[src/rtl/imply_adder_pkg.sv]
// Shared definitions for the bit-serial IMPLY adder: FSM state encoding,
// the IMPLY primitive and the per-bit step count of the full-adder cell.
package imply_adder_pkg;

    typedef enum logic [1:0] {
        IDLE = 2'd0,
        RUN  = 2'd1,
        DONE = 2'd2
    } state_e;

    // Material implication p -> q, the only gate the cell may use besides FALSE.
    function automatic logic imply_op(input logic p, input logic q);
        return ~p | q;
    endfunction

    // IMPLY operations the full-adder cell evaluates for one bit
    // (two XORs at 4 each, two ANDs at 3 each, one OR at 2).
    localparam int IMPLY_STEPS_PER_BIT = 16;

endpackage

[src/rtl/imply_fa_cell.sv]
// Combinational single-bit full adder built only from IMPLY and FALSE.
// NOT p = p->0, OR(p,q) = (p->0)->q, AND(p,q) = (p->(q->0))->0,
// XOR(p,q) = (p->q) -> ((q->p)->0).
module imply_fa_cell
    import imply_adder_pkg::*;
(
    input  logic A,
    input  logic B,
    input  logic Cin,
    output logic Sum,
    output logic Cout
);

    localparam logic F = 1'b0;

    logic ab_fwd, ab_bwd, ab_x;
    logic xc_fwd, xc_bwd;
    logic ab_and, xc_and;

    // Half-sum of the operand bits
    assign ab_fwd = imply_op(A, B);
    assign ab_bwd = imply_op(B, A);
    assign ab_x   = imply_op(ab_fwd, imply_op(ab_bwd, F));

    // Full sum: half-sum XOR carry-in
    assign xc_fwd = imply_op(ab_x, Cin);
    assign xc_bwd = imply_op(Cin, ab_x);
    assign Sum    = imply_op(xc_fwd, imply_op(xc_bwd, F));

    // Carry: generate (A&B) OR propagate (Cin & half-sum)
    assign ab_and = imply_op(imply_op(A, imply_op(B, F)), F);
    assign xc_and = imply_op(imply_op(Cin, imply_op(ab_x, F)), F);
    assign Cout   = imply_op(imply_op(ab_and, F), xc_and);

endmodule

[src/rtl/imply_serial_adder.sv]
// Bit-serial adder/subtractor: one IMPLY full-adder cell reused for one bit
// per clock, LSB first, with valid/ready handshakes on operands and result.
// Optional macro IMPLY_ADDER_OVF_EN adds the signed-overflow output Ovf.
module imply_serial_adder
    import imply_adder_pkg::*;
#(
    parameter int WIDTH = 8,
    parameter int CNT_W = $clog2(WIDTH+1)
) (
    input  logic             clk,
    input  logic             rst_n,
    input  logic             in_valid,
    output logic             in_ready,
    input  logic [WIDTH-1:0] A,
    input  logic [WIDTH-1:0] B,
    input  logic             Cin,
    input  logic             Sub,
    output logic             out_valid,
    input  logic             out_ready,
    output logic [WIDTH-1:0] Sum,
`ifdef IMPLY_ADDER_OVF_EN
    output logic             Ovf,
`endif
    output logic             Cout
);

    localparam logic [CNT_W-1:0] LAST_IDX = CNT_W'(WIDTH-1);

    state_e           state_q, state_d;
    logic [WIDTH-1:0] a_q, a_d;
    logic [WIDTH-1:0] b_q, b_d;
    logic [WIDTH-1:0] sum_q, sum_d;
    logic [CNT_W-1:0] idx_q, idx_d;
    logic             carry_q, carry_d;
    logic             cout_q, cout_d;
`ifdef IMPLY_ADDER_OVF_EN
    logic             ovf_q, ovf_d;
`endif

    logic cell_s, cell_c;
    logic accept;
    logic last_bit;

    // The single cell, time-multiplexed across bit positions by idx_q
    imply_fa_cell u_cell (
        .A    (a_q[idx_q]),
        .B    (b_q[idx_q]),
        .Cin  (carry_q),
        .Sum  (cell_s),
        .Cout (cell_c)
    );

    assign accept   = (state_q == IDLE) && in_valid;
    assign last_bit = (idx_q == LAST_IDX);

    // State and datapath registers; reset aborts any operation in flight
    always_ff @(posedge clk or negedge rst_n) begin
        if (!rst_n) begin
            state_q <= IDLE;
            a_q     <= '0;
            b_q     <= '0;
            sum_q   <= '0;
            idx_q   <= '0;
            carry_q <= 1'b0;
            cout_q  <= 1'b0;
`ifdef IMPLY_ADDER_OVF_EN
            ovf_q   <= 1'b0;
`endif
        end else begin
            state_q <= state_d;
            a_q     <= a_d;
            b_q     <= b_d;
            sum_q   <= sum_d;
            idx_q   <= idx_d;
            carry_q <= carry_d;
            cout_q  <= cout_d;
`ifdef IMPLY_ADDER_OVF_EN
            ovf_q   <= ovf_d;
`endif
        end
    end

    // Next-state logic for the IDLE -> RUN -> DONE sequence
    always_comb begin
        state_d = state_q;
        case (state_q)
            IDLE:    if (accept) state_d = RUN;
            RUN:     if (last_bit) state_d = DONE;
            DONE:    if (out_ready) state_d = IDLE;
            default: state_d = IDLE;
        endcase
    end

    // Datapath next values: latch operands on accept, one bit per RUN cycle
    always_comb begin
        a_d     = a_q;
        b_d     = b_q;
        sum_d   = sum_q;
        idx_d   = idx_q;
        carry_d = carry_q;
        cout_d  = cout_q;
`ifdef IMPLY_ADDER_OVF_EN
        ovf_d   = ovf_q;
`endif
        case (state_q)
            IDLE: begin
                if (accept) begin
                    // Subtraction is A + ~B + 1; Cin is ignored in that mode
                    a_d     = A;
                    b_d     = Sub ? ~B : B;
                    carry_d = Sub ? 1'b1 : Cin;
                    idx_d   = '0;
                    sum_d   = '0;
                end
            end
            RUN: begin
                sum_d[idx_q] = cell_s;
                carry_d      = cell_c;
                idx_d        = idx_q + CNT_W'(1);
                if (last_bit) begin
                    cout_d = cell_c;
`ifdef IMPLY_ADDER_OVF_EN
                    // carry_q here is the carry into the MSB
                    ovf_d  = carry_q ^ cell_c;
`endif
                end
            end
            default: ;
        endcase
    end

    // Handshake and result outputs decoded from state and registers
    always_comb begin
        in_ready  = (state_q == IDLE);
        out_valid = (state_q == DONE);
        Sum       = sum_q;
        Cout      = cout_q;
`ifdef IMPLY_ADDER_OVF_EN
        Ovf       = ovf_q;
`endif
    end

endmodule

[config.mk]
export PLATFORM = sky130hd
export DESIGN_NAME = imply_serial_adder
export DESIGN_NICKNAME = d
export VERILOG_FILES = /design/src/rtl/imply_adder_pkg.sv /design/src/rtl/imply_fa_cell.sv /design/src/rtl/imply_serial_adder.sv
export SDC_FILE = /design/constraint.sdc
export NUM_CORES = 1
export LEC_CHECK = 0
export CELL_PAD_IN_SITES_DETAIL_PLACEMENT = 1
export CELL_PAD_IN_SITES_GLOBAL_PLACEMENT = 1
export CORE_MARGIN = 4
export CORE_UTILIZATION = 42
export DETAILED_ROUTE_END_ITERATION = 10
export PLACE_DENSITY_LB_ADDON = 0.05
export SYNTH_ARGS = -nofsm -noshare
export SYNTH_HDL_FRONTEND = slang
export SYNTH_SLANG_ARGS = --single-unit
[constraint.sdc]
create_clock -name clk -period 3.1 [get_ports clk]
set_input_delay 0.31 -clock clk [delete_from_list [all_inputs] [get_ports clk]]
set_output_delay 0.31 -clock clk [all_outputs]
set_load 0.05 [all_outputs]
======== Word level (Yosys, flattened, before mapping) ========
Index checks and enable logic that the tools add are counted.
cells by class
  add/sub/neg operators ................... 1
  $lt $le $gt $ge ......................... 2
  equal/unequal tests ..................... 6
  mux-type cells .......................... 19
  bitwise gates (word level) .............. 20
  reduce and logical (&&, ||, !) cells .... 8
operators with widths
  operator               count
  $mux W8                2
  $pmux W8 S2            1
  $not A1 Y1             10
  $or A1 B1 Y1           9
  $bwmux W8              1
  $not A8 Y8             1
  $pmux W4 S2            1
  $bmux W1 S3            2
  $mux W2                3
  $pmux W2 S3            1
  $reduce_and A2 Y1      3
  $mux W1                5
  $add A4 B1 Y4 const B  1
  $eq A4 B3 Y1 const B   1
  $ge A4 B1 Y1 const B   1
  $lt A4 B4 Y1 const B   1
  $mux W4                1
  $ne A2 B1 Y1 const B   2
  $demux W1 S3           1
  $reduce_and A3 Y1      1
  $eq A2 B1 Y1 const B   1
  $eq A2 B2 Y1 const B   1
  $logic_and A1 B1 Y1    2
  $logic_not A2 Y1       1
  other kinds (3)        3
storage, ports and cells
  bits in registers ....................... 32
  input port bits ......................... 22
  output and inout port bits .............. 11
  logic and storage cells ................. 63

======== Longest topological paths before layout ========
Gate-level depths: netlist of run 1.
  depth in word-level cells ............... 12
  depth in mapped cells ................... 6
  depth with buffers taken out ............ 5

======== By module ========
Synthesis of run 1 repeated with hierarchy kept, for this count alone.
unflattened totals
  cells, all modules ...................... 149
  area, all modules ....................... 1662.8 um^2
by module, submodules not included
  module              times used  cells each  area an instance (um^2)  seq. area each (um^2)
  imply_serial_adder  1           148         1642.8                   800.8
  imply_fa_cell       1           1           20.0                     0.0

======== Worst setup path after synthesis of run 1 ========
No wires, ideal clock.
  kind .................................... reg2reg
  start ................................... reg idx_q[1]
  end ..................................... reg sum_q[0] (netlist: Sum[0])
  setup time .............................. 0.131 ns
  arrival time ............................ 1.916 ns
  required time ........................... 2.969 ns
  path slack .............................. 1.053 ns
  cell stages (with the launch flop) ...... 7
  buffers on the path ..................... 1
  clock period less this slack ............ 2.047 ns
  cell sequence ........................... dfrtp_1 > clkbuf_1 > or4b_1 > o221ai_1 > a21oi_1 > fa_1 > mux2i_1
between the ends
  word-level cells in the longest chain between the ends .. 12
  elaborated cells between the ends (all ways) .. 24
  classes of those cells .................. order compare (2); mux (8); bitwise (13); reduce/logical (1)
RTL lines
  element                                RTL line                                            source
  from (decl)                            imply_serial_adder.sv:33                            logic [CNT_W-1:0] idx_q, idx_d;
  from (signal assigned)                 imply_serial_adder.sv:74                            idx_q <= idx_d;
  $bmux W1 S3, on equally long branches  imply_serial_adder.sv:46, imply_serial_adder.sv:47
  $mux W1, on equally long branches      imply_serial_adder.sv:46, imply_serial_adder.sv:47
  $not A1 Y1                             imply_adder_pkg.sv:13                               return ~p | q;
  $or A1 B1 Y1                           imply_adder_pkg.sv:13
  $not A1 Y1                             imply_adder_pkg.sv:13
  $or A1 B1 Y1                           imply_adder_pkg.sv:13
  $not A1 Y1                             imply_adder_pkg.sv:13
  $or A1 B1 Y1                           imply_adder_pkg.sv:13
  $not A1 Y1                             imply_adder_pkg.sv:13
  $or A1 B1 Y1                           imply_adder_pkg.sv:13
  $bwmux W8 (*)                          imply_serial_adder.sv:117                           sum_d[idx_q] = cell_s;
  $pmux W8 S2 (*)                        imply_serial_adder.sv:105                           case (state_q)
  to (signal assigned)                   imply_serial_adder.sv:73                            sum_q <= sum_d;
  to (decl)                              imply_serial_adder.sv:32                            logic [WIDTH-1:0] sum_q, sum_d;
Every way passes the cells marked *; elsewhere a longest branch is shown, timed or not. The select of a mux whose other input is x is not followed.
A chain may end at the register's enable or synchronous reset.

======== Worst setup path in the final report of run 1 ========
  start ................................... reg idx_q[0]
  end ..................................... reg sum_q[4] (netlist: Sum[4])
The elaborated chain is that of the path after synthesis.

==> results of run 1 <==
## synth_stat cells
cell type	count
nand2_1	50
dfrtp_1	32
mux2i_1	15
o21ai_2	7
xnor2_1	7
inv_1	6
buf_2	4
buf_6	4
nand3_1	4
o21ai_0	4
nand2b_1	3
nor2b_1	3
o21ai_1	3
a21oi_1	2
clkbuf_1	2
ha_1	2
nor2_1	2
o221ai_1	2
a221o_1	1
and3_1	1
and3b_1	1
and4bb_2	1
fa_1	1
mux2_2	1
nand3_2	1
nand3b_1	1
nor3_1	1
nor3b_1	1
nor4b_2	1
o211ai_1	1
o2bb2ai_1	1
o31ai_1	1
or3b_1	1
or4b_1	1
xor2_1	1
## state kept, by name, indices dropped and copies added (netlist names)
signal	flops
idx_q	4
Sum	8
carry_q	1
Cout	1
a_q	8
state_q	2
b_q	8
## layout by cell type (no fill, tap or decap), drive strengths merged, types with 5 or more instances in the layout
master         instances
nand3                  5
clkdlybuf4s50         32
inv                    6
mux2i                 15
clkbuf                 6
dfrtp                 32
o21ai                 14
nand2                 50
xnor2                  7
## logic make-up after synthesis
family / after synthesis
fa+ha+maj: 3
xor+xnor: 8
compound gates: 22
buf+inv: 16
flops: 32
mux: 16
simple gates: 72
## critical path: stages (launching register included)
cell and delay [ns]:
dfrtp_1 0.60, or4b_1 0.55, o221ai_1 0.09, a21oi_1 0.09
fa_1 0.69, mux2i_1 0.13
## cell type report
cell class | instances | area, um2
fill | 430 | 1630
inverter | 6 | 22.5
multi-input combinational | 121 | 778
clock buffer | 6 | 72.6
tap | 48 | 60.1
clock inverter | 2 | 35.0
timing repair buffer | 35 | 343
sequential | 32 | 801
## how the worst max path moves through the flow
stage                  end  slack, ns
detailed placement  Sum[4]       0.84
global placement    Sum[5]       0.89
CTS                 Sum[4]       0.81
finish              Sum[4]       0.83
global route        Sum[6]       0.71
floorplan           Sum[0]       1.05
## report_power, final
group | internal (uW) | total (uW) | switching (uW)
Clock | 238 | 394 | 155
Combinational | 434 | 1050 | 618
Sequential | 599 | 786 | 187
Total | 1270 | 2230 | 960
## metrics by stage
step | hold slack (ns) | cell area [um2] | cells | utilization | setup slack (ns)
6_report | 0.439 | 2110 | 250 | 0.564 | 0.832
5_1_grt | 0.473 | 2110 | 250 | 0.564 | 0.706
4_1_cts | 0.450 | 2110 | 250 | 0.564 | 0.811
3_5_place_dp | 0.463 | 2000 | 242 | 0.535 | 0.838
3_3_place_gp | 0.461 | 2000 | 242 | 0.535 | 0.890
2_1_floorplan | 0.0144 | 1670 | 169 | - | 1.05
## routing by layer
metal  global-route usage  part of all wire  vias to the layer above
li1                     -                 -                      626
met1                0.201              0.41                      654
met2                0.310              0.53                       26
met3               0.0483             0.048                        2
met4               0.0564            0.0091                        0
met5                    0                 0                        -
==> key figures, run 1 <==
GRT
  – GRT Util Overall: 0.174
  – Number of global-route vias before repair: 1420
  – Remaining Overflow, GRT: 0
  – First-pass GRT wire length: 6840 um
  – Initial antenna violation count: 0
  – Largest net degree at the start of global routing: 33

Setup path
  – FF-to-FF End: Sum[4]
  – Reg-to-reg setup timing slack: 0.83 ns
  – Reg2reg start: idx_q[0]
  – Worst setup EP type: flop
  – Setup Crit Path Kind: flop to flop
  – Startpoint Class: flop
  – Crit path launch: idx_q[0]
  – R2R depth: 5
  – Worst path arrival time: 2.42 ns
  – Req. time, crit path: 3.25 ns
  – CP Max Fanout: 15

Layout
  – # diodes: 0
  – Area Overhead vs Synth: 26.2%
  – Layout net count: 226
  – Share of cells above drive strength 1: 0.104

STA
  – TNS Setup: 0 ns
  – # setup viols final: 0
  – Final Max Slew Viols: 0
  – Rel. slew slack: 0.198
  – Peak Freq: 441 MHz
  – RSZ-0062 raised after global routing: no
  – Clock Skew: 0.00738 ns
  – Fin. Hold Viols: 0
  – Final min period: 2.27 ns
  – Fin crit share: 0.732
  – Slew of the pin with the lowest slew margin: 1.20 ns

Die
  – Die width: 71.1 um
  – Die Footprint: 5060 um2
  – Row Count: 22
  – IO Pins: 33
  – Initial Util: 0.447
  – Core area: 3740 um2
  – DIE HEIGHT: 71.1 um

Yosys
  – Syn Nets: 194
  – Post-Synth XOR/XNOR Area: 0.0419
  – Seq cells post-synth: 32
  – Synth Area in Simple Gates: 0.206
  – Library cells used by synthesis: 35
  – Post-synthesis mux area share: 0.0964
  – Synth top area share: 0.478
  – Largest area contributor in the netlist: dfrtp_1
  – Largest family of logic cells by synthesized area: simple AND/OR/NAND/NOR gates
  – Top cells by area, synth: dfrtp_1 (48%), nand2_1 (11%), mux2i_1 (9.0%), o21ai_2 (3.7%), xnor2_1 (3.7%)
  – Fraction of the mapped netlist area in compound gates: 0.0942
  – Synth Instances: 169
  – Seq/Total Area, Yosys: 0.478
  – Mapped cell area: 1670 um2
  – Synth warnings: 0
  – Average instance area after synthesis: 9.91 um2
  – Adder-cell share of the synthesized area: 0.0269

Power
  – PwrDens: 1060 nW/um2
  – Static leakage: 0.000990 uW
  – Worst VDD drop: 0.000454 V
  – Power, Total: 2230 uW

Clock tree
  – CTS max path bufs: 2
  – Cts repair resizes: 0
  – Num CTS Buffers: 5
  – Clk Latency, worst-skew pair: 0.28 ns
  – Clock sinks: 32
  – H-tree depth: 2
  – CTS tree: yes
  – # hold bufs at CTS: 0
  – Clock transition at path regs: 0.07 ns
  – Postcts setup bufs: 0
  – CTS Root Cell: clkbuf_8

Job
  – Max-cap violations: 0

Routing
  – Via density per instance: 5.23
  – WL final: 3860 um
  – Routed WL per cell: 15.4 um
  – Antenna viol nets, final: 0
  – Drt drc: 0
  – Vias: 1308
  – DRT Pass-1 Iters: 4
  – Drt first-iter violations: 60

Place
  – Hpwl dp: 2740 um
  – GPL Wtd Cong: 0.767
  – Buffers on Ports: 32

Worst hold path
  – Min-delay worst type: input port to async pin

Outcome
  – Outcome: finished clean
(Power assumes the default switching activity.)
==> inputs of run 2 (changes only) <==
--- a/config.mk
+++ b/config.mk
@@ -8,7 +8,7 @@
 export CELL_PAD_IN_SITES_DETAIL_PLACEMENT = 1
 export CELL_PAD_IN_SITES_GLOBAL_PLACEMENT = 1
 export CORE_MARGIN = 4
-export CORE_UTILIZATION = 42
+export CORE_UTILIZATION = 35
 export DETAILED_ROUTE_END_ITERATION = 10
 export PLACE_DENSITY_LB_ADDON = 0.05
 export SYNTH_ARGS = -nofsm -noshare
==> constraint.sdc (replaced) <==
create_clock -name clk -period 2 [get_ports clk]
set_input_delay 0.2 -clock clk [delete_from_list [all_inputs] [get_ports clk]]
set_output_delay 0.2 -clock clk [all_outputs]
set_load 0.05 [all_outputs]
==> key figures, run 2 (synthesized netlist as in run 1, its figures left out) <==
Place
  – Hpwl dp: 2850 um (+3.9%)
  – GPL Wtd Cong: 0.728 (-5.1%)
  – Buffers on Ports: 32 (unchanged)
  – Placed Cells: 252 (+4.1%)
  – Place WS: -0.0962 ns (-0.935 ns)

Clock tree
  – H-tree depth: 2 (unchanged)
  – Clock sinks: 32 (unchanged)
  – Clock transition at path regs: 0.07 ns (about the same)
  – CTS Root Cell: clkbuf_8
  – Clk Latency, worst-skew pair: 0.29 ns (about the same)
  – Num CTS Buffers: 5 (unchanged)
  – CTS tree: yes
  – CTS max path bufs: 2 (unchanged)

Die
  – Initial Util: 0.372 (-0.0755)
  – IO Pins: 33 (unchanged)
  – DIE HEIGHT: 77.2 um (+8.5%)
  – Row Count: 24 (+9.1%)
  – Core area: 4500 um2 (+20%)
  – Die width: 77.2 um (+8.5%)
  – Die Footprint: 5950 um2 (+18%)

Power
  – Clock network fraction of total power: 0.134 (-0.042)
  – Switching share of power: 0.434 (+0.00402)
  – Pint: 1990 uW (+57%)
  – Gate power share: 0.549 (+0.077)
  – Power, Total: 3520 uW (+58%)
  – Worst VDD drop: 0.000592 V (+30%)
  – NetSw: 1530 uW (+59%)
  – Seq pwr share: 0.317 (-0.035)
  – Static leakage: 0.00102 uW (+3.1%)
  – PwrDens: 1620 nW/um2 (+53%)

Routing
  – Via density per instance: 5.01 (-4.2%)
  – Drt first-iter violations: 48 (-20%)
  – DRT Pass-1 Iters: 4 (unchanged)
  – WL final: 3870 um (+0.26%)
  – Vias: 1303 (-0.38%)
  – Drt drc: 0 (unchanged)
  – Antenna viol nets, final: 0 (unchanged)
  – Routed WL per cell: 14.9 um (-3.6%)

Job
  – Max-cap violations: 0 (unchanged)

STA
  – RSZ-0062 raised after global routing: yes
  – Slew of the pin with the lowest slew margin: 0.530 ns (-0.673 ns)
  – Peak Freq: 506 MHz (+15%)
  – Post-route setup slack: 0.0234 ns (-0.809 ns)
  – TNS Setup: 0 ns (unchanged)
  – Fin crit share: 0.988 (+0.257)
  – Clock Skew: 0.00796 ns (+0.000580 ns)
  – Fin. Hold Viols: 0 (unchanged)
  – Rel. slew slack: 0.645 (+0.448)
  – Final min period: 1.98 ns (-0.291 ns)
  – WHS: 0.317 ns (-0.123 ns)
  – Final Max Slew Viols: 0 (unchanged)
  – # setup viols final: 0 (unchanged)

GRT
  – Number of global-route vias before repair: 1417 (-0.21%)
  – Largest net degree at the start of global routing: 35 (+6.1%)
  – Initial antenna violation count: 0 (unchanged)
  – First-pass GRT wire length: 6760 um (-1.3%)
  – GRT Util Overall: 0.142 (-0.0325)
  – Remaining Overflow, GRT: 0 (unchanged)

Setup path
  – CP Max Fanout: 8 (-7)
  – Setup Crit Path Kind: flop to flop
  – Worst setup EP type: flop
  – Req. time, crit path: 2.16 ns (-1.09 ns)
  – Startpoint Class: flop
  – Worst path arrival time: 2.14 ns (-0.28 ns)

Layout
  – Leading cell type in the layout, fill and taps excluded: nand2_1
  – Most frequent cells in the layout: nand2_1 (50), dfrtp_1 (32), clkdlybuf4s50_1 (30), mux2i_1 (14), buf_4 (10)
  – Layout net count: 233 (+3.1%)
  – # diodes: 0 (unchanged)
  – Share of cells above drive strength 1: 0.173 (+0.0691)
  – Fin cells: 260 (+4.0%)
  – Area Overhead vs Synth: 30.0%

Outcome
  – Outcome: finished clean

Worst hold path
  – Min-delay worst type: input port to async pin
run 2: power groups by stage:
stage          logic (uW)  registers (uW)  clock network [uW]
5_1_grt              2160            1160                 510
6_report             1930            1120                 470
3_5_place_dp         1870            1130                   0
2_1_floorplan        1140            1290                   0
4_1_cts              1970            1120                 488
3_3_place_gp         1800            1110                   0
run 2: final timing paths:
kind,to,slack [ns],depth (start not counted),from
setup / recovery,Sum[0],0.02,5,idx_q[2]
hold / removal,Sum[2],0.32,2,rst_n
setup reg to reg,Sum[0],0.02,5,idx_q[2]
hold reg to reg,a_q[6],0.48,2,a_q[6]
max in group asynchronous,a_q[7],1.38,2,rst_n
min in group clk,a_q[1],0.45,3,A[1]
run 2: cell type report:
class	count	area (um2)
multi-input combinational	121	805
sequential	32	801
tap	52	65.1
fill	517	2330
timing repair buffer	42	407
inverter	6	22.5
clock buffer	6	72.6
clock inverter	1	5.00
run 2: what timing repair did:
action / 4_1_cts / 5_1_grt
buffers inserted: 1 / 0
gates resized for setup: 6 / 2
hold endpoints to repair: 0 / 0
setup endpoints to repair: 8 / 8
pin swaps: 4 / 2
hold buffers: 0 / 0
run 2: metrics by stage:
step           utilization  instance area, um2
2_1_floorplan            -                1680
3_3_place_gp         0.458                2060
3_5_place_dp         0.458                2060
4_1_cts              0.482                2170
5_1_grt              0.483                2180
6_report             0.483                2180
run 2: worst max-delay path, cell delays in order, from the launching register on:
cell and delay, ns:
dfrtp_1 0.42, or4b_4 0.52, o221ai_2 0.08, a21oi_2 0.07, fa_2 0.66, mux2i_1 0.10
run 2: routing by layer:
| layer | global-route usage | vias to the layer above | part of all wire |
|---|---|---|---|
| met1 | 0.177 | 628 | 0.44 |
| met4 | 0.0427 | 0 | 0.012 |
| met5 | 0 | - | 0 |
| li1 | - | 639 | - |
| met3 | 0.0386 | 6 | 0.046 |
| met2 | 0.238 | 30 | 0.51 |
